## src/rtl/serial_adder_pkg.sv

```systemverilog
// serial_adder_pkg: FSM state encoding and default operand width for serial_adder.
package serial_adder_pkg;
    localparam int WIDTH_DEF = 8;
    typedef enum logic [1:0] {IDLE = 2'd0, ADD = 2'd1, DONE = 2'd2} state_t;
endpackage

```

## src/rtl/serial_adder_full_add.sv

```systemverilog
// full_add: one-bit full adder built from two half-adder stages.
module full_add (
    input  logic a,
    input  logic b,
    input  logic ci,
    output logic s,
    output logic co
);
    logic w_s1, w_c1, w_c2;
    assign w_s1 = a ^ b;
    assign w_c1 = a & b;
    assign s    = w_s1 ^ ci;
    assign w_c2 = w_s1 & ci;
    assign co   = w_c1 | w_c2;
endmodule

```

## src/rtl/serial_adder.sv

```systemverilog
// serial_adder: bit-serial adder, LSB first, one result bit per clock through a single full_add.
// Optional signed-overflow output Ovf is enabled by defining SERIAL_ADDER_OVF_EN.
module serial_adder
    import serial_adder_pkg::*;
#(
    parameter int WIDTH = WIDTH_DEF
) (
    input  logic             clk,
    input  logic             rst_n,
    input  logic             start,
    input  logic [WIDTH-1:0] A,
    input  logic [WIDTH-1:0] B,
    input  logic             Cin,
    output logic [WIDTH-1:0] Sum,
    output logic             Carry,
    output logic             busy,
    output logic             done
`ifdef SERIAL_ADDER_OVF_EN
    ,
    output logic             Ovf
`endif
);
    localparam int CW = $clog2(WIDTH + 1);

    state_t           r_state;
    logic [WIDTH-1:0] r_a, r_b, r_res;
    logic             r_c;
    logic [CW-1:0]    r_cnt;
    logic             w_s, w_co, w_last;

    full_add u_fa (.a(r_a[0]), .b(r_b[0]), .ci(r_c), .s(w_s), .co(w_co));

    assign w_last = r_cnt == CW'(WIDTH - 1);

    // r_res collects bits MSB-side so the final word is ready on the last edge;
    // Sum/Carry only ever see the completed result.
    always_ff @(posedge clk or negedge rst_n) begin
        if (!rst_n) begin
            r_state <= IDLE;
            r_a     <= '0;
            r_b     <= '0;
            r_res   <= '0;
            r_c     <= 1'b0;
            r_cnt   <= '0;
            Sum     <= '0;
            Carry   <= 1'b0;
            busy    <= 1'b0;
            done    <= 1'b0;
`ifdef SERIAL_ADDER_OVF_EN
            Ovf     <= 1'b0;
`endif
        end else begin
            case (r_state)
                IDLE: if (start) begin
                    r_a     <= A;
                    r_b     <= B;
                    r_c     <= Cin;
                    r_cnt   <= '0;
                    busy    <= 1'b1;
                    r_state <= ADD;
                end
                ADD: begin
                    r_a   <= r_a >> 1;
                    r_b   <= r_b >> 1;
                    r_c   <= w_co;
                    r_cnt <= r_cnt + CW'(1);
                    r_res <= {w_s, r_res[WIDTH-1:1]};
                    if (w_last) begin
                        Sum     <= {w_s, r_res[WIDTH-1:1]};
                        Carry   <= w_co;
`ifdef SERIAL_ADDER_OVF_EN
                        Ovf     <= r_c ^ w_co;
`endif
                        done    <= 1'b1;
                        r_state <= DONE;
                    end
                end
                DONE: begin
                    done    <= 1'b0;
                    busy    <= 1'b0;
                    r_state <= IDLE;
                end
                default: r_state <= IDLE;
            endcase
        end
    end
endmodule

```

## config.mk

```make
export PLATFORM = sky130hd
export DESIGN_NAME = serial_adder
export DESIGN_NICKNAME = d
export VERILOG_FILES = /design/src/rtl/serial_adder_pkg.sv /design/src/rtl/serial_adder_full_add.sv /design/src/rtl/serial_adder.sv
export SDC_FILE = /design/constraint.sdc
export NUM_CORES = 1
export LEC_CHECK = 0
export ABC_AREA = 1
export CAP_MARGIN = 15
export CORE_UTILIZATION = 50
export CTS_CLUSTER_SIZE = 28
export DETAILED_ROUTE_END_ITERATION = 6
export HOLD_SLACK_MARGIN = 0.12
export PLACE_DENSITY = 0.81
export SLEW_MARGIN = 20
export SYNTH_ARGS = -nofsm -noshare
export SYNTH_HDL_FRONTEND = slang
export SYNTH_SLANG_ARGS = --single-unit
```

## constraint.sdc

```tcl
create_clock -name clk -period 1.3 [get_ports clk]
set_input_delay 0.39 -clock clk [delete_from_list [all_inputs] [get_ports clk]]
set_output_delay 0.39 -clock clk [all_outputs]
set_load 0.1 [all_outputs]
```

==> summary.md <==
| Metric | Value |
|---|---|
| CTS Buf Count | 5 |
| Max VDD drop | 0.00121 V |
| Worst Reg-to-Reg Cells | 6 |
| First-pass GRT wire length | 5910 um |
| Post-synthesis adder-cell area fraction | 0.0187 |
| Ys Warns | 0 |
| Worst-path maximum fanout | 2 |
| Simple-Gate Fraction of Synth Area | 0.312 |
| GR Util All Layers | 0.224 |
| Starting DRT DRC Count | 69 |
| Top Ports | 31 |
| CORE AREA | 3340 sq um |
| Die height | 61 um |
| Critical path's slowest cell | dfrtp_1 |
| RSZ-0062 raised after global routing | true |
| Root Driver | clkbuf_4 |
| Via count | 1,402 |
| Worst Path Buf+Inv | 1 |
| Hold path depth | 2 |
| Drt first pass iters | 4 |
| Final setup viols | 11 |
| Gpl congestion | 0.783 |
| Clk pwr share | 0.100 |
| P_leak | 1.13 nW |
| Net Count, Synth | 216 |
| Antenna Nets Post-Route | 0 |
| Remaining DRCs | 0 |
| Largest cells by area after synthesis | dfrtp_1 (59%), nand2_1 (17%), nand3_1 (11%) |
| Worst skew pair latency | 0.34 ns |
| Port buffer count | 30 |
| Multiplexer share of the synthesized area | 0 |
| Max cap viols | 0 |
| # diodes | 0 |
| Xor/xnor share of the synthesized area | 0 |
| CP Class | reg -> out |
| Final worst setup slack | -0.0442 ns |
| Pre-CTS setup slack | -0.138 ns |
| Area share of the largest cell type after synthesis | 0.590 |
| Register area share after synthesis | 0.590 |
| Post-synth top cells | nand2_1 (78), dfrtp_1 (41), nand3_1 (39), o21ai_0 (6) |
| DPL Wire Length | 2270 um |
| Fmax | 744 MHz |
| Largest family of logic cells by synthesized area | simple AND/OR/NAND/NOR gates |
| Synthesized area | 1740 sq um |
| Violated checks | negative setup slack |
| Int Pwr | 3.40 mW |
| Power per standard cell area | 2710 nW/um^2 |
| Final setup TNS | -0.379 ns |
| Layout Skew | 0.00560 ns |
| WP depth | 1 |
| Grt ovf | 0 |
| Synth-to-Final Area Change | 35.4% |
| Compound-cell area share of the yosys netlist | 0.0316 |
| Avg Vias per Cell | 5.01 |
| Cells after synthesis | 194 |
| Antenna violations before repair | 0 |
| Fin crit share | 1.03 |
| Tmin final | 1.34 ns |
| Crit end category | primary output |
| Cell Chain, Critical Path | buf_12 |
| Startpoint types | flop |
| Sinks on Clock Net | 41 |
| CP top delay family | flip-flops |
| WHS | 0.489 ns |
| Die area | 3720 sq um |
| Htree depth | 2 |
| Prevailing post-synth register cell | dfrtp_1 |
| Final hold violations | 0 |
| Yosys reg bits | 41 |
| Async SR Flop Fraction | 1.00 |
| CTS Buffer Depth | 2 |
| Drt total wl | 3440 um |
| Crit path arrival time | 0.95 ns |
| Sw Share | 0.469 |
| EDFF count, synth | 0 |
| Starting Density | 0.522 |
| Largest stage delay on the critical path | 0.43 ns |
| Relative slew margins | 0.840 |
| Mean Syn Cell Area | 8.97 sq um |
| Rows | 21 |
| Req. time, crit path | 0.91 ns |
| Vias in the first global route | 1,352 |
| Most frequent cell after synthesis | nand2_1 |
| Die width | 61 um |
| Max Transition Viols Final | 0 |
| Post-synth cell types | 17 |
| Post-synth top area cell | dfrtp_1 |
| Switching power | 3.00 mW |
| Largest net degree at the start of global routing | 42 |
| CTS clock-pin slew for the worst setup and hold paths | 0.11 ns |
| Share of cells above drive strength 1 | 0.158 |
| CTS tree | yes |
| Seq pwr share | 0.356 |
| Worst-margin pin slew | 0.239 ns |
| Status | finished, violations left |
| Fin nets | 256 |
| Final core area utilization | 0.706 |
| Min-delay worst type | reg -> reg |
| WL per Instance | 12.3 um |
| Power share of the combinational group | 0.545 |
-- state kept, by name, indices dropped and copies added (netlist names), 2 cells and up --
register,cells
r_state,2
r_a,8
Sum,8
r_res,7
r_b,8
r_cnt,4
-- worst min-delay path, stage by stage (launching register included) --
cell,delay (ns)
dfrtp_1,0.36
nand2_1,0.05
nand2_1,0.05
-- final cells by class --
cell class	instances	area (sq um)
Clock buffer	7	55.1
Timing Repair Buffer	40	533
Tap cell	46	57.6
Inverter	7	28.8
Multi-Input combinational cell	139	657
Fill cell	264	980
Sequential cell	41	1030
-- placed cells by master, fill, tap and decap left out, types with 3 or more instances in the layout --
cell	Yosys	final
nand2_1	78	78
dfrtp_1	41	41
buf_12	0	15
nand3_1	39	39
clkdlybuf4s50_1	0	18
o21ai_0	6	6
inv_1	5	5
nor2_4	2	3
o21ai_1	5	5
clkbuf_4	0	5
nand2_2	3	4
buf_4	1	5
-- through the flow --
stage,instances,cell area (sq um),power [mW]
global route,280,2360,6.84
global placement,270,2260,5.61
finish,280,2360,6.39
CTS,279,2330,6.36
floorplan,194,1740,4.41
detailed placement,270,2260,5.71
-- power groups by stage --
stage	Sequential [mW]	Combinational, mW	Clock (mW)
floorplan	3.30	1.12	0
global placement	2.25	3.36	0
detailed placement	2.27	3.43	0
CTS	2.25	3.45	0.652
global route	2.33	3.79	0.717
finish	2.27	3.48	0.636
-- cells by family (layout without fill, tap and decap cells) --
| family | count (synthesis) | in the layout |
|---|---|---|
| AND/OR/NAND/NOR | 125 | 126 |
| buffers and inverters | 15 | 54 |
| AO/OA/AOI/OAI | 11 | 11 |
| flip-flops | 41 | 41 |
| adder cells (fa/ha/maj) | 2 | 2 |
-- worst paths after layout --
path                                       from                 end  slack [ns]
setup / recovery             Sum[3]$_DFFE_PN0P_              Sum[3]       -0.04
setup reg to reg           r_cnt[1]$_DFFE_PN0P_  Sum[7]$_DFFE_PN0P_        0.09
max in group asynchronous                 rst_n  r_a[5]$_DFFE_PN0P_        0.57
min in group asynchronous                 rst_n  Sum[2]$_DFFE_PN0P_        0.53
hold reg to reg            r_res[1]$_DFFE_PN0P_  Sum[0]$_DFFE_PN0P_        0.49
hold / removal             r_res[1]$_DFFE_PN0P_  Sum[0]$_DFFE_PN0P_        0.49
-- layer usage --
metal	share of wire	wire, um	track usage
met5	0	0	0
met1	0.45	1550	0.303
met3	0.045	154	0.0640
met2	0.49	1700	0.339
met4	0.010	36	0.0942
-- timing repair --
action                                 in CTS  in global routing
cloned                                      1                  0
setup endpoints to repair                  13                 21
endpoints found under the hold margin      41                  0
gates resized for setup                     1                  4
pin swaps                                   1                  0
buffers inserted                            0                  1
hold buffers                                1                  0
No activity file was read; power rests on OpenSTA's default activity.
